## src/rtl/dma_copy_pkg.sv

```systemverilog
// Shared constants for the dma_copy engine: register map, CTRL/STATUS bit
// positions, FSM encoding and the command/event structs between regs and FSM.
package dma_copy_pkg;

    localparam logic [1:0] REG_SRC  = 2'd0;
    localparam logic [1:0] REG_DST  = 2'd1;
    localparam logic [1:0] REG_LEN  = 2'd2;
    localparam logic [1:0] REG_CTRL = 2'd3;

    localparam int CTRL_START    = 0;
    localparam int CTRL_FILL     = 1;
    localparam int CTRL_ABORT    = 2;
    localparam int CTRL_CLR_DONE = 3;
    localparam int CTRL_IRQ_EN   = 4;

    localparam int STAT_BUSY    = 0;
    localparam int STAT_DONE    = 1;
    localparam int STAT_ABORTED = 2;
    localparam int STAT_FILL    = 3;
    localparam int STAT_IRQ_EN  = 4;
    localparam int STAT_REM_LSB = 16;

    localparam logic [2:0] S_IDLE   = 3'd0;
    localparam logic [2:0] S_RD_REQ = 3'd1;
    localparam logic [2:0] S_RD_GAP = 3'd2;
    localparam logic [2:0] S_WR_REQ = 3'd3;
    localparam logic [2:0] S_WR_GAP = 3'd4;

    typedef struct packed {
        logic start;   // accepted start (only ever raised while idle)
        logic abort;   // accepted abort (only ever raised while busy)
    } dma_cmd_t;

    typedef struct packed {
        logic set_done;
        logic set_aborted;
    } dma_evt_t;

endpackage

```

## src/rtl/dma_copy_if.sv

```systemverilog
// Register window and bus-master signals of dma_copy.
// master = DMA side, slave = SoC side (CPU decode, arbiter, responders).
interface dma_copy_if;
    logic        regChipSelect;
    logic        regWrite;
    logic [1:0]  regAddr;
    logic [31:0] regDataIn;
    logic [31:0] regDataOut;
    logic        busRequest;
    logic        busGrant;
    logic [31:0] busAddress;
    logic        busWriteEnable;
    logic        busInstr;
    logic        busValid;
    logic [31:0] busDataOut;
    logic [31:0] busDataIn;
    logic        busReady;
    logic        irq;

    modport master (
        input  regChipSelect, regWrite, regAddr, regDataIn, busGrant, busDataIn, busReady,
        output regDataOut, busRequest, busAddress, busWriteEnable, busInstr, busValid,
               busDataOut, irq
    );

    modport slave (
        output regChipSelect, regWrite, regAddr, regDataIn, busGrant, busDataIn, busReady,
        input  regDataOut, busRequest, busAddress, busWriteEnable, busInstr, busValid,
               busDataOut, irq
    );
endinterface

```

## src/rtl/dma_copy_regs.sv

```systemverilog
// dma_copy register file: SRC/DST/LEN, CTRL decode, STATUS mux, done/abort flags, irq.
// DMA_FILL_EN keeps the low SRC bits as part of the fill pattern and exports fill mode.
module dma_copy_regs
    import dma_copy_pkg::*;
#(
    parameter int LEN_WIDTH = 16
) (
    input  logic                 clk,
    input  logic                 rst,
    input  logic                 cs_i,
    input  logic                 we_i,
    input  logic [1:0]           addr_i,
    input  logic [31:0]          wdata_i,
    output logic [31:0]          rdata_o,
    input  logic                 busy_i,
    input  logic                 fill_i,
    input  dma_evt_t             evt_i,
    input  logic [LEN_WIDTH-1:0] rem_i,
    output dma_cmd_t             cmd_o,
    output logic [31:2]          src_o,
    output logic [31:2]          dst_o,
    output logic [LEN_WIDTH-1:0] len_o,
`ifdef DMA_FILL_EN
    output logic                 fill_o,
    output logic [31:0]          pat_o,
`endif
    output logic                 irq_o
);

    logic [31:2]          src_q, dst_q;
    logic [LEN_WIDTH-1:0] len_q;
    logic                 done_q, done_d, aborted_q, aborted_d;
    logic                 irq_en_q, irq_en_d, irq_q;
    logic                 wr_any, wr_cfg, wr_ctrl, start;
    logic [31:0]          status;

    assign wr_any  = cs_i & we_i;
    assign wr_cfg  = wr_any & ~busy_i;
    assign wr_ctrl = wr_any & (addr_i == REG_CTRL);
    assign start   = wr_ctrl & wdata_i[CTRL_START] & ~busy_i;

    assign cmd_o.start = start;
    assign cmd_o.abort = wr_ctrl & wdata_i[CTRL_ABORT] & busy_i;

`ifdef DMA_FILL_EN
    logic [1:0] src_lo_q;
    assign fill_o = wdata_i[CTRL_FILL];
    assign pat_o  = {src_q, src_lo_q};
`endif

    // Start outranks clear-done; a zero-length start completes on the next cycle.
    always_comb begin
        done_d    = done_q;
        aborted_d = aborted_q;
        irq_en_d  = irq_en_q;
        if (wr_ctrl) irq_en_d = wdata_i[CTRL_IRQ_EN];
        if (start) begin
            done_d    = (len_q == '0);
            aborted_d = 1'b0;
        end else begin
            if (wr_ctrl & wdata_i[CTRL_CLR_DONE]) done_d = 1'b0;
            if (evt_i.set_done)                   done_d = 1'b1;
            if (evt_i.set_aborted)                aborted_d = 1'b1;
        end
    end

    always_ff @(posedge clk or negedge rst) begin
        if (!rst) begin
            src_q     <= '0;
            dst_q     <= '0;
            len_q     <= '0;
            done_q    <= 1'b0;
            aborted_q <= 1'b0;
            irq_en_q  <= 1'b0;
            irq_q     <= 1'b0;
`ifdef DMA_FILL_EN
            src_lo_q  <= '0;
`endif
        end else begin
            if (wr_cfg && addr_i == REG_SRC) begin
                src_q <= wdata_i[31:2];
`ifdef DMA_FILL_EN
                src_lo_q <= wdata_i[1:0];
`endif
            end
            if (wr_cfg && addr_i == REG_DST) dst_q <= wdata_i[31:2];
            if (wr_cfg && addr_i == REG_LEN) len_q <= wdata_i[LEN_WIDTH-1:0];
            done_q    <= done_d;
            aborted_q <= aborted_d;
            irq_en_q  <= irq_en_d;
            irq_q     <= (done_d | aborted_d) & irq_en_d;
        end
    end

    always_comb begin
        status                               = '0;
        status[STAT_BUSY]                    = busy_i;
        status[STAT_DONE]                    = done_q;
        status[STAT_ABORTED]                 = aborted_q;
        status[STAT_FILL]                    = fill_i;
        status[STAT_IRQ_EN]                  = irq_en_q;
        status[STAT_REM_LSB +: LEN_WIDTH]    = rem_i;
    end

    always_comb begin
        case (addr_i)
            REG_SRC: rdata_o = {src_q, 2'b00};
            REG_DST: rdata_o = {dst_q, 2'b00};
            REG_LEN: rdata_o = 32'(len_q);
            default: rdata_o = status;
        endcase
    end

    assign src_o = src_q;
    assign dst_o = dst_q;
    assign len_o = len_q;
    assign irq_o = irq_q;

endmodule

```

## src/rtl/dma_copy.sv

```systemverilog
// Word-granular memory-to-memory DMA: FSM and valid/ready bus master.
// Optional fill mode (constant SRC pattern to DST) is compiled in with DMA_FILL_EN.
module dma_copy
    import dma_copy_pkg::*;
#(
    parameter int LEN_WIDTH = 16
) (
    input  logic      clk,
    input  logic      rst,
    dma_copy_if.master bus
);

    logic [2:0]           state_q, state_d;
    logic [31:2]          src_q, src_d, dst_q, dst_d;
    logic [LEN_WIDTH-1:0] rem_q, rem_d;
    logic [31:0]          data_q, data_d;
    logic                 valid_q, valid_d;
    logic                 pend_q, pend_d;
    logic                 busy, fill_mode;

    dma_cmd_t             cmd;
    dma_evt_t             evt;
    logic [31:2]          cfg_src, cfg_dst;
    logic [LEN_WIDTH-1:0] cfg_len;

`ifdef DMA_FILL_EN
    logic                 fill_q, fill_d, cfg_fill;
    logic [31:0]          cfg_pat;
    assign fill_mode = fill_q;
`else
    assign fill_mode = 1'b0;
`endif

    assign busy = (state_q != S_IDLE);

    dma_copy_regs #(.LEN_WIDTH(LEN_WIDTH)) u_regs (
        .clk     (clk),
        .rst     (rst),
        .cs_i    (bus.regChipSelect),
        .we_i    (bus.regWrite),
        .addr_i  (bus.regAddr),
        .wdata_i (bus.regDataIn),
        .rdata_o (bus.regDataOut),
        .busy_i  (busy),
        .fill_i  (fill_mode),
        .evt_i   (evt),
        .rem_i   (rem_q),
        .cmd_o   (cmd),
        .src_o   (cfg_src),
        .dst_o   (cfg_dst),
        .len_o   (cfg_len),
`ifdef DMA_FILL_EN
        .fill_o  (cfg_fill),
        .pat_o   (cfg_pat),
`endif
        .irq_o   (bus.irq)
    );

    always_comb begin
        state_d = state_q;
        src_d   = src_q;
        dst_d   = dst_q;
        rem_d   = rem_q;
        data_d  = data_q;
        valid_d = valid_q;
        pend_d  = pend_q | cmd.abort;
        evt     = '0;
`ifdef DMA_FILL_EN
        fill_d  = fill_q;
`endif
        case (state_q)
            S_IDLE: if (cmd.start) begin
                src_d  = cfg_src;
                dst_d  = cfg_dst;
                rem_d  = cfg_len;
                pend_d = 1'b0;
`ifdef DMA_FILL_EN
                fill_d = cfg_fill;
                data_d = cfg_pat;
                if (cfg_len != '0) state_d = cfg_fill ? S_WR_REQ : S_RD_REQ;
`else
                if (cfg_len != '0) state_d = S_RD_REQ;
`endif
            end
            // valid rises only under grant and then holds until the acknowledge
            S_RD_REQ: begin
                if (!valid_q) valid_d = bus.busGrant;
                else if (bus.busReady) begin
                    valid_d = 1'b0;
                    data_d  = bus.busDataIn;
                    src_d   = src_q + 30'd1;
                    state_d = S_RD_GAP;
                end
            end
            S_RD_GAP: state_d = S_WR_REQ;
            S_WR_REQ: begin
                if (!valid_q) valid_d = bus.busGrant;
                else if (bus.busReady) begin
                    valid_d = 1'b0;
                    dst_d   = dst_q + 30'd1;
                    rem_d   = rem_q - LEN_WIDTH'(1);
                    state_d = S_WR_GAP;
                end
            end
            // Abort is only honoured here, so a started read always gets its write.
            S_WR_GAP: begin
                if (rem_q == '0) begin
                    state_d      = S_IDLE;
                    evt.set_done = 1'b1;
                end else if (pend_q | cmd.abort) begin
                    state_d         = S_IDLE;
                    evt.set_aborted = 1'b1;
                end else begin
                    state_d = fill_mode ? S_WR_REQ : S_RD_REQ;
                end
            end
            default: state_d = S_IDLE;
        endcase
    end

    always_ff @(posedge clk or negedge rst) begin
        if (!rst) begin
            state_q <= S_IDLE;
            src_q   <= '0;
            dst_q   <= '0;
            rem_q   <= '0;
            data_q  <= '0;
            valid_q <= 1'b0;
            pend_q  <= 1'b0;
`ifdef DMA_FILL_EN
            fill_q  <= 1'b0;
`endif
        end else begin
            state_q <= state_d;
            src_q   <= src_d;
            dst_q   <= dst_d;
            rem_q   <= rem_d;
            data_q  <= data_d;
            valid_q <= valid_d;
            pend_q  <= pend_d;
`ifdef DMA_FILL_EN
            fill_q  <= fill_d;
`endif
        end
    end

    assign bus.busRequest     = busy;
    assign bus.busValid       = valid_q;
    assign bus.busWriteEnable = (state_q == S_WR_REQ);
    assign bus.busInstr       = 1'b0;
    assign bus.busDataOut     = data_q;
    assign bus.busAddress     = (state_q == S_RD_REQ) ? {src_q, 2'b00} :
                                (state_q == S_WR_REQ) ? {dst_q, 2'b00} : 32'h0;

endmodule

```

## src/flat_wrapper.sv

```systemverilog
// flat-port wrapper written by rule: the top's interface ports become plain ports
module dma_copy_flat import dma_copy_pkg::*;
#(
    parameter int LEN_WIDTH = 16
)
  (clk, rst, bus_regChipSelect, bus_regWrite, bus_regAddr, bus_regDataIn, bus_busGrant, bus_busDataIn, bus_busReady, bus_regDataOut, bus_busRequest, bus_busAddress, bus_busWriteEnable, bus_busInstr, bus_busValid, bus_busDataOut, bus_irq);
  dma_copy_if bus_i ();
  input  logic clk;
  input  logic rst;
  input wire logic [$bits(bus_i.regChipSelect)-1:0] bus_regChipSelect;
  input wire logic [$bits(bus_i.regWrite)-1:0] bus_regWrite;
  input wire logic [$bits(bus_i.regAddr)-1:0] bus_regAddr;
  input wire logic [$bits(bus_i.regDataIn)-1:0] bus_regDataIn;
  input wire logic [$bits(bus_i.busGrant)-1:0] bus_busGrant;
  input wire logic [$bits(bus_i.busDataIn)-1:0] bus_busDataIn;
  input wire logic [$bits(bus_i.busReady)-1:0] bus_busReady;
  output wire logic [$bits(bus_i.regDataOut)-1:0] bus_regDataOut;
  output wire logic [$bits(bus_i.busRequest)-1:0] bus_busRequest;
  output wire logic [$bits(bus_i.busAddress)-1:0] bus_busAddress;
  output wire logic [$bits(bus_i.busWriteEnable)-1:0] bus_busWriteEnable;
  output wire logic [$bits(bus_i.busInstr)-1:0] bus_busInstr;
  output wire logic [$bits(bus_i.busValid)-1:0] bus_busValid;
  output wire logic [$bits(bus_i.busDataOut)-1:0] bus_busDataOut;
  output wire logic [$bits(bus_i.irq)-1:0] bus_irq;
  assign bus_i.regChipSelect = bus_regChipSelect;
  assign bus_i.regWrite = bus_regWrite;
  assign bus_i.regAddr = bus_regAddr;
  assign bus_i.regDataIn = bus_regDataIn;
  assign bus_i.busGrant = bus_busGrant;
  assign bus_i.busDataIn = bus_busDataIn;
  assign bus_i.busReady = bus_busReady;
  assign bus_regDataOut = bus_i.regDataOut;
  assign bus_busRequest = bus_i.busRequest;
  assign bus_busAddress = bus_i.busAddress;
  assign bus_busWriteEnable = bus_i.busWriteEnable;
  assign bus_busInstr = bus_i.busInstr;
  assign bus_busValid = bus_i.busValid;
  assign bus_busDataOut = bus_i.busDataOut;
  assign bus_irq = bus_i.irq;
  dma_copy #(.LEN_WIDTH(LEN_WIDTH)) u_core (.clk(clk), .rst(rst), .bus(bus_i));
endmodule
```

## config.mk

```make
export PLATFORM = sky130hd
export DESIGN_NAME = dma_copy_flat
export DESIGN_NICKNAME = d
export VERILOG_FILES = /design/src/rtl/dma_copy_pkg.sv /design/src/rtl/dma_copy_if.sv /design/src/rtl/dma_copy_regs.sv /design/src/rtl/dma_copy.sv /design/src/flat_wrapper.sv
export SDC_FILE = /design/constraint.sdc
export NUM_CORES = 1
export LEC_CHECK = 0
export ABC_AREA = 1
export BUFFER_PORTS_ARGS = -buffer_cell sky130_fd_sc_hd__buf_2
export CAP_MARGIN = 20
export CORE_MARGIN = 2
export CORE_UTILIZATION = 50
export DETAILED_ROUTE_END_ITERATION = 6
export HOLD_SLACK_MARGIN = 0.12
export PLACE_DENSITY = 0.75
export SETUP_SLACK_MARGIN = 0.4
export SLEW_MARGIN = 20
export SYNTH_ARGS = -nofsm -noshare
export SYNTH_HDL_FRONTEND = slang
export SYNTH_SLANG_ARGS = --single-unit
```

## constraint.sdc

```tcl
create_clock -name clk -period 1.7 [get_ports clk]
set_input_delay 0.34 -clock clk [delete_from_list [all_inputs] [get_ports clk]]
set_output_delay 0.34 -clock clk [all_outputs]
set_load 0.05 [all_outputs]
```

==> impl_metrics.csv, run 1 <==
group,metric,value,unit
logic_synthesis,syn_area,10900,µm²
logic_synthesis,ys_seq_area_share,44.3,%
timing,worst_endpoint,"u_core.u_regs.len_o[12]$_DFFE_PN0P_/D",
die,die_x,152,µm
clock_network,cts_sinks,193,
logic_synthesis,synth_top_area_cell,"dfrtp_1",
logic_synthesis,synth_async_sr_flop_share,100,%
logic_synthesis,synth_top_flop_cell,"dfrtp_1",
placed_design,place_ws,-0.193,ns
logic_synthesis,yosysMostFrequentCell,"nand2_1",
logic_synthesis,synth.avg_cell_area,7.28,µm²
placed_design,io_buffer_count,169,
status,outcome,"stopped before the end",
status,firstError,"[ERROR DPL-0038] Utilization greater than 100%, impossible to legalize",
timing,worstEpCategory,"register input",
logic_synthesis,synth_seq_cells,193,
clock_network,clock-root-buffer,"clkbuf_16",
die,start_util,50.4,%
global_routing,grt_max_degree,47,
logic_synthesis,yosysUniqueCellTypes,42,
clock_network,clockBufferDepth,2,
logic_synthesis,yosys_warnings,0,
logic_synthesis,synth_common_cells,"507 x nand2_1, 193 x dfrtp_1, 164 x inv_1, 163 x o21ai_0, 113 x nor2_1",
clock_network,cts_made_buffers,17,
die,rows,54,
placed_design,hpwl,32.8,mm
placed_design,gp_congestion,1.04,
die,die_h,152,µm
die,ioPinCount,173,
logic_synthesis,synthTopCellsByArea,"dfrtp_1 44%, nand2_1 17%, o21ai_0 7.5%",
logic_synthesis,synth_top_area_share,44.3,%
logic_synthesis,synth_edf_count,0,
clock_network,htreeDepth,4,
status,lastStage,"5_1_grt",
logic_synthesis,syn_inst,1498,
[through the flow]
step | setup TNS, ns | cells | area (µm²)
2_1_floorplan | -5.21 | 1500 | 12600
4_1_cts | -55.50 | 2290 | 18900
3_5_place_dp | -8.85 | 2079 | 15100
3_3_place_gp | -4.60 | 2079 | 15100
[kinds of logic after synthesis]
logic type | synth area share (%)
AO/OA/AOI/OAI | 13.1
XOR/XNOR | 0.402
adder cells (fa/ha/maj) | 0.344
buffers and inverters | 8.91
flip-flops | 44.3
multiplexers | 3.31
other | 0.0344
AND/OR/NAND/NOR | 29.6
[timing repair]
action / CTS
hold buffers: 28
pin swaps: 51
resized for setup: 463
cloned: 19
endpoints found under the setup margin: 289
hold endpoints to repair: 65
buffers inserted: 132
==> run 2: changes to the inputs <==
--- a/config.mk
+++ b/config.mk
@@ -9,11 +9,9 @@
 export BUFFER_PORTS_ARGS = -buffer_cell sky130_fd_sc_hd__buf_2
 export CAP_MARGIN = 20
 export CORE_MARGIN = 2
-export CORE_UTILIZATION = 50
+export CORE_UTILIZATION = 35
 export DETAILED_ROUTE_END_ITERATION = 6
-export HOLD_SLACK_MARGIN = 0.12
-export PLACE_DENSITY = 0.75
-export SETUP_SLACK_MARGIN = 0.4
+export PLACE_DENSITY_LB_ADDON = 0.15
 export SLEW_MARGIN = 20
 export SYNTH_ARGS = -nofsm -noshare
 export SYNTH_HDL_FRONTEND = slang
==> constraint.sdc (replaced) <==
create_clock -name clk -period 2.21 [get_ports clk]
set_input_delay 0.442 -clock clk [delete_from_list [all_inputs] [get_ports clk]]
set_output_delay 0.442 -clock clk [all_outputs]
set_load 0.05 [all_outputs]
==> run 2 against run 1 <==
The flow now finishes, with violations (hold timing, setup timing). Synthesized cell count stayed put. Synthesized area stayed put.
==> impl_metrics.csv, run 2 <==
group,metric,value,unit
clock_network,clk_latency,0.45,ns
global_routing,grt_pass1_wl,58.1,mm
pwr,switching_share,50.8,%
die,die-area,32600,µm²
logic_synthesis,synth_edf_count,0,
global_routing,grt_overflow,0,
timing,fin_crit,2.24,ns
job,cap_violations,0,
pwr,total_power,22.9,mW
finish,fillers,3124,
routing,viasPerCell,5.05,
die,die_h,180,µm
critical_path,critPathLaunchType,"flip-flop",
finish,drive_gt1_share,21.8,%
pwr,p_int,11.3,mW
critical_path,cp_max_fo,6,
die,core_area,30600,µm²
finish,nNetsFinal,1760,
die,rows,64,
clock_network,cts_made_buffers,17,
status,violations,"hold timing, setup timing",
pwr,p_switching,11.6,mW
critical_path,crit_chain,"inv_2 > nand2_4 > nor2_4 > buf_12 > buf_16 > a22o_1 > buf_6",
timing,worstMarginPinSlew,0.597,ns
logic_synthesis,yosys_warnings,0,
die,start_util,35.6,%
clock_network,clockBufferDepth,2,
clock_network,cts.clk_slew.worst_paths,0.07,ns
placed_design,io_buffer_count,169,
status,outcome,"complete, but fails checks",
logic_synthesis,synth.avg_cell_area,7.28,µm²
clock_network,htreeDepth,4,
finish,largest_register_ff_count,32,
timing,setup_violations,11,
critical_path,required,1.77,ns
placed_design,gp_congestion,0.888,
placed_design,dpl.cell_count,2037,
finish,layout_commonest_cell,"nand2_1",
logic_synthesis,yosysUniqueCellTypes,42,
routing,first_pass_iters,5,
global_routing,grt_pass1_vias,10000,
routing,post-route-drc-count,0,
routing,wl_per_cell,18.0,µm
pwr,power_density,1630,nW/µm²
finish,num_antenna_cells,0,
die,die_x,180,µm
routing,drt_iter0_markers,963,
timing,fin_hold_ws,-0.00231,ns
timing,period_share,102,%
logic_synthesis,synthTopCellsByArea,"dfrtp_1 44%, nand2_1 17%, o21ai_0 7.5%",
timing,hold_viol,1,
critical_path,r2r_cells,12,
logic_synthesis,synth_top_area_cell,"dfrtp_1",
routing,routed_wl,37.6,mm
logic_synthesis,synth_seq_cells,193,
finish,fin_util,46.0,%
placed_design,hpwl,27.3,mm
global_routing,antenna_found_initial,0,
finish,finalNonFillerCells,2094,
logic_synthesis,syn_inst,1498,
clock_network,cts_tree,"built",
critical_path,slowest_delay,0.43,ns
logic_synthesis,yosysMostFrequentCell,"nand2_1",
critical_path,cpMaxStageDelayCell,"dfrtp_1",
critical_path,reg2reg_to,"u_core.dst_q[21]",
critical_path,rr_startpoint,"u_core.state_q[2]",
clock_network,clock-root-buffer,"clkbuf_16",
critical_path,crit_type,"flip-flop to primary output",
finish,synthToLayoutAreaGrowth,29.0,%
finish,multi_input_area,5570,µm²
hold_path,hp-class,"input port to async pin",
logic_synthesis,synth_async_sr_flop_share,100,%
logic_synthesis,synth_top_area_share,44.3,%
routing,ant_nets,0,
clock_network,cts_hold_buf,0,
timing,postLayoutSetupSlackWorst,-0.0349,ns
timing,fmax,0.445,GHz
finish,ff_latch_area,4830,µm²
timing,drv_slew,0,
critical_path,reg2reg_slack,0.15,ns
timing,relSlewSlack,60.2,%
logic_synthesis,ys_seq_area_share,44.3,%
logic_synthesis,syn_area,10900,µm²
pwr,p_clk_share,14.7,%
pwr,comb_power_share,56.6,%
timing,rsz0062_at_grt,"true",
global_routing,grt_max_degree,66,
global_routing,grt_usage,23.1,%
pwr,seqPwrFrac,28.8,%
finish,final_cell_mix,"454 x nand2_1, 193 x dfrtp_1, 162 x inv_1",
die,ioPinCount,173,
critical_path,cp-end-kind,"primary output",
timing,fin_worst_skew,0.0157,ns
pwr,leakage,6.86,nW
clock_network,cts_sinks,193,
critical_path,arrival,1.80,ns
timing,finalSetupTns,-0.153,ns
logic_synthesis,synth_top_flop_cell,"dfrtp_1",
pwr,ir_drop,741,µV
logic_synthesis,synth_common_cells,"507 x nand2_1, 193 x dfrtp_1, 164 x inv_1, 163 x o21ai_0, 113 x nor2_1",
routing,num_vias,10600,
[run 2: logic make-up after synthesis]
logic type	count (synthesis)	synth area share, %
AO/OA/AOI/OAI	251	13.1
XOR/XNOR	5	0.402
adder cells (fa/ha/maj)	3	0.344
buffers and inverters	236	8.91
flip-flops	193	44.3
multiplexers	32	3.31
other	1	0.0344
AND/OR/NAND/NOR	777	29.6
[run 2: routing by layer]
layer / up-vias / part of all wire, % / track usage (%)
li1: 5243 / - / -
met1: 4925 / 46 / 32.7
met2: 352 / 46 / 36.0
met3: 50 / 5.6 / 3.64
met4: 0 / 2.2 / 7.52
met5: - / 0 / 0
[run 2: repair_timing]
action,CTS,global route
gates cloned,6,3
resized for setup,136,57
endpoints found under the setup margin,31,64
buffers inserted,12,6
pin swaps,13,12
[run 2: how the worst max path moves through the flow]
| stage | slack, ns | depth (start not counted) | to | startpoint |
|---|---|---|---|---|
| after CTS | -0.05 | 7 | bus_busAddress[4] | u_core.state_q[2] |
| after global placement | 0.12 | 6 | bus_regDataOut[24] | bus_regAddr[0] |
| after detailed placement | 0.11 | 6 | bus_regDataOut[24] | bus_regAddr[0] |
| after global routing | -0.08 | 8 | bus_busAddress[11] | u_core.state_q[2] |
| after floorplan | -0.30 | 5 | bus_busAddress[12] | u_core.state_q[2] |
| final | -0.03 | 7 | bus_busAddress[4] | u_core.state_q[2] |
[run 2: layout make-up]
type,count,share of cell area [%]
clock inverters,15,1.37
clock buffers,17,3.03
repair buffers,233,13.6
multi-input cells,1071,39.6
inverters,169,4.57
flip-flops and latches,193,34.4
well taps,396,3.52
[run 2: power groups by stage]
stage                     combinational (mW)  sequential (mW)  clock [mW]
final                                   12.9             6.59        3.36
after global routing                    14.0             6.80        3.56
after CTS                               12.4             6.50        3.41
after detailed placement                10.9             6.53           0
after global placement                  10.8             6.52           0
after floorplan                         6.89             7.18           0
[run 2: worst max-delay path, delay by kind of cell (launching register included)]
| family | cells | cell delay (ns) |
|---|---|---|
| DFF | 1 | 0.43 |
| and+or+nand+nor | 2 | 0.20 |
| buffers and inverters | 4 | 0.55 |
| AOI/OAI and AO/OA | 1 | 0.16 |
[run 2: through the flow]
stage               setup WS, ns  instance area [µm²]
finish                   -0.0349                14100
global placement           0.118                12400
floorplan                 -0.300                11000
detailed placement         0.109                12400
global route             -0.0839                14100
CTS                      -0.0473                13800
Power figures use the tool's default switching activity.
==> run 3: changes to the inputs <==
--- a/config.mk
+++ b/config.mk
@@ -10,9 +10,9 @@
 export CAP_MARGIN = 20
 export CORE_MARGIN = 2
 export CORE_UTILIZATION = 35
+export CTS_BUF_LIST = sky130_fd_sc_hd__clkbuf_8
 export DETAILED_ROUTE_END_ITERATION = 6
 export PLACE_DENSITY_LB_ADDON = 0.15
-export SLEW_MARGIN = 20
 export SYNTH_ARGS = -nofsm -noshare
 export SYNTH_HDL_FRONTEND = slang
 export SYNTH_SLANG_ARGS = --single-unit
==> run 3 against run 2 <==
The flow finishes with violations (setup timing). Die area stayed put. Via count hardly changed. Final cell count is 0.48% higher. Combinational power hardly changed. Hold slack better by 0.15 ns. Power is 2.4% lower. Critical path depth stayed put. Worst setup slack worse by 0.050 ns. Clock power is 23% lower. Highest routed layer unchanged.
==> impl_metrics.csv, run 3 (synthesis gave the netlist of run 2 again) <==
group,metric,value,unit
routing,first_pass_iters,5,
finish,synthToLayoutAreaGrowth,28.7,%
die,die_h,180,µm
routing,wl_per_cell,18.0,µm
job,cap_violations,0,
global_routing,antenna_found_initial,0,
finish,finalNonFillerCells,2104,
clock_network,htreeDepth,4,
die,die_x,180,µm
pwr,ir_drop,741,µV
timing,hold_viol,0,
clock_network,clockBufferDepth,2,
critical_path,cp-end-kind,"primary output",
finish,largest_register_ff_count,32,
critical_path,cpMaxStageDelayCell,"dfrtp_1",
placed_design,dpl.cell_count,2037,
critical_path,cp_max_fo,6,
placed_design,gp_congestion,0.888,
clock_network,cts_made_buffers,17,
clock_network,clk_latency,0.50,ns
clock_network,cts_tree,"built",
hold_path,hp-class,"input port to flip-flop",
critical_path,slowest_delay,0.42,ns
status,violations,"setup timing",
global_routing,grt_pass1_wl,58.1,mm
finish,fillers,3135,
pwr,power_density,1590,nW/µm²
timing,postLayoutSetupSlackWorst,-0.0849,ns
timing,relSlewSlack,59.7,%
clock_network,clock-root-buffer,"clkbuf_8",
timing,fin_worst_skew,0.0177,ns
placed_design,io_buffer_count,169,
global_routing,grt_overflow,0,
critical_path,arrival,1.85,ns
die,rows,64,
finish,nNetsFinal,1766,
die,ioPinCount,173,
routing,drt_iter0_markers,1078,
timing,setup_violations,27,
timing,period_share,104,%
die,die-area,32600,µm²
timing,fmax,0.436,GHz
finish,layout_commonest_cell,"nand2_1",
die,start_util,35.6,%
timing,worstMarginPinSlew,0.604,ns
global_routing,grt_usage,23.0,%
placed_design,place_ws,0.109,ns
global_routing,grt_pass1_vias,10000,
critical_path,crit_chain,"buf_4 > nand2_4 > nor2_4 > buf_12 > buf_16 > a22o_1 > buf_6",
critical_path,critPathLaunchType,"flip-flop",
timing,rsz0062_at_grt,"true",
die,core_area,30600,µm²
status,outcome,"complete, but fails checks",
routing,post-route-drc-count,0,
routing,routed_wl,37.8,mm
clock_network,cts_sinks,193,
routing,viasPerCell,5.02,
timing,fin_crit,2.29,ns
timing,drv_slew,0,
global_routing,grt_max_degree,66,
finish,final_cell_mix,"447 x nand2_1, 192 x dfrtp_1, 161 x inv_1",
pwr,leakage,6.87,nW
placed_design,hpwl,27.3,mm
critical_path,crit_type,"flip-flop to primary output",
finish,drive_gt1_share,22.5,%
routing,num_vias,10600,
clock_network,cts.clk_slew.worst_paths,0.11,ns
critical_path,required,1.77,ns
routing,ant_nets,0,
## run 3: metrics by stage
stage | hold slack (ns) | setup TNS, ns | utilization (%) | power [mW] | instance area [µm²]
floorplan | 0.146 | -2.02 | - | 14.1 | 11000
global placement | 0.466 | 0 | 40.6 | 17.4 | 12400
detailed placement | 0.473 | 0 | 40.6 | 17.4 | 12400
CTS | 0.126 | -1.78 | 44.7 | 21.6 | 13700
global route | 0.115 | -3.60 | 45.8 | 23.9 | 14000
finish | 0.149 | -1.26 | 45.9 | 22.3 | 14000
## run 3: layer usage
metal / part of all wire (%) / track usage [%] / wire, µm
met4: 2.7 / 7.71 / 1020
met3: 5.0 / 3.64 / 1880
met5: 0 / 0 / 0
met2: 46 / 35.9 / 17400
met1: 46 / 32.5 / 17500
## run 3: cell type report
cell class | instances | area, µm² | area share, %
Sequential cell | 193 | 4830 | 34.4
Timing Repair Buffer | 239 | 2000 | 14.3
Antenna cell | 4 | 10.0 | 0.0713
Tap cell | 396 | 495 | 3.53
Clock buffer | 17 | 234 | 1.67
Inverter | 169 | 644 | 4.59
Clock inverter | 15 | 193 | 1.37
Multi-Input combinational cell | 1071 | 5620 | 40.1
## run 3: where the power goes
group / leakage, nW / internal [mW] / switching [mW]
Combinational: 4.22 / 4.49 / 8.67
Sequential: 2.44 / 5.08 / 1.51
Clock: 0.208 / 1.15 / 1.43
Total: 6.87 / 10.7 / 11.6
## run 3: final timing paths
| path | start | to | slack, ns | cells after the start |
|---|---|---|---|---|
| max | u_core.state_q[0] | bus_busAddress[4] | -0.08 | 7 |
| min reg2reg | u_core.bus.busDataOut[29] | u_core.bus.busDataOut[29] | 0.49 | 1 |
| min in group asynchronous | rst | u_core.u_regs.irq_o | 0.51 | 2 |
| max reg2reg | u_core.state_q[2] | u_core.rem_q[1] | 0.04 | 10 |
| min | bus_busDataIn[5] | u_core.bus.busDataOut[5] | 0.15 | 2 |
| max in group asynchronous | rst | u_core.src_q[11] | 1.02 | 3 |
## run 3: critical path: cells and delay by family (launching register included)
family | cells | cell delay (ns)
compound gates | 1 | 0.22
flops | 1 | 0.42
buf+inv | 4 | 0.59
simple gates | 2 | 0.12
## run 3: repair_timing
item | 4_1_cts | 5_1_grt
buffers inserted | 15 | 7
endpoints found under the setup margin | 31 | 45
cloned | 5 | 4
endpoints found under the hold margin | 58 | 0
resized for setup | 169 | 54
pin swaps | 12 | 12
hold buffers | 1 | 0
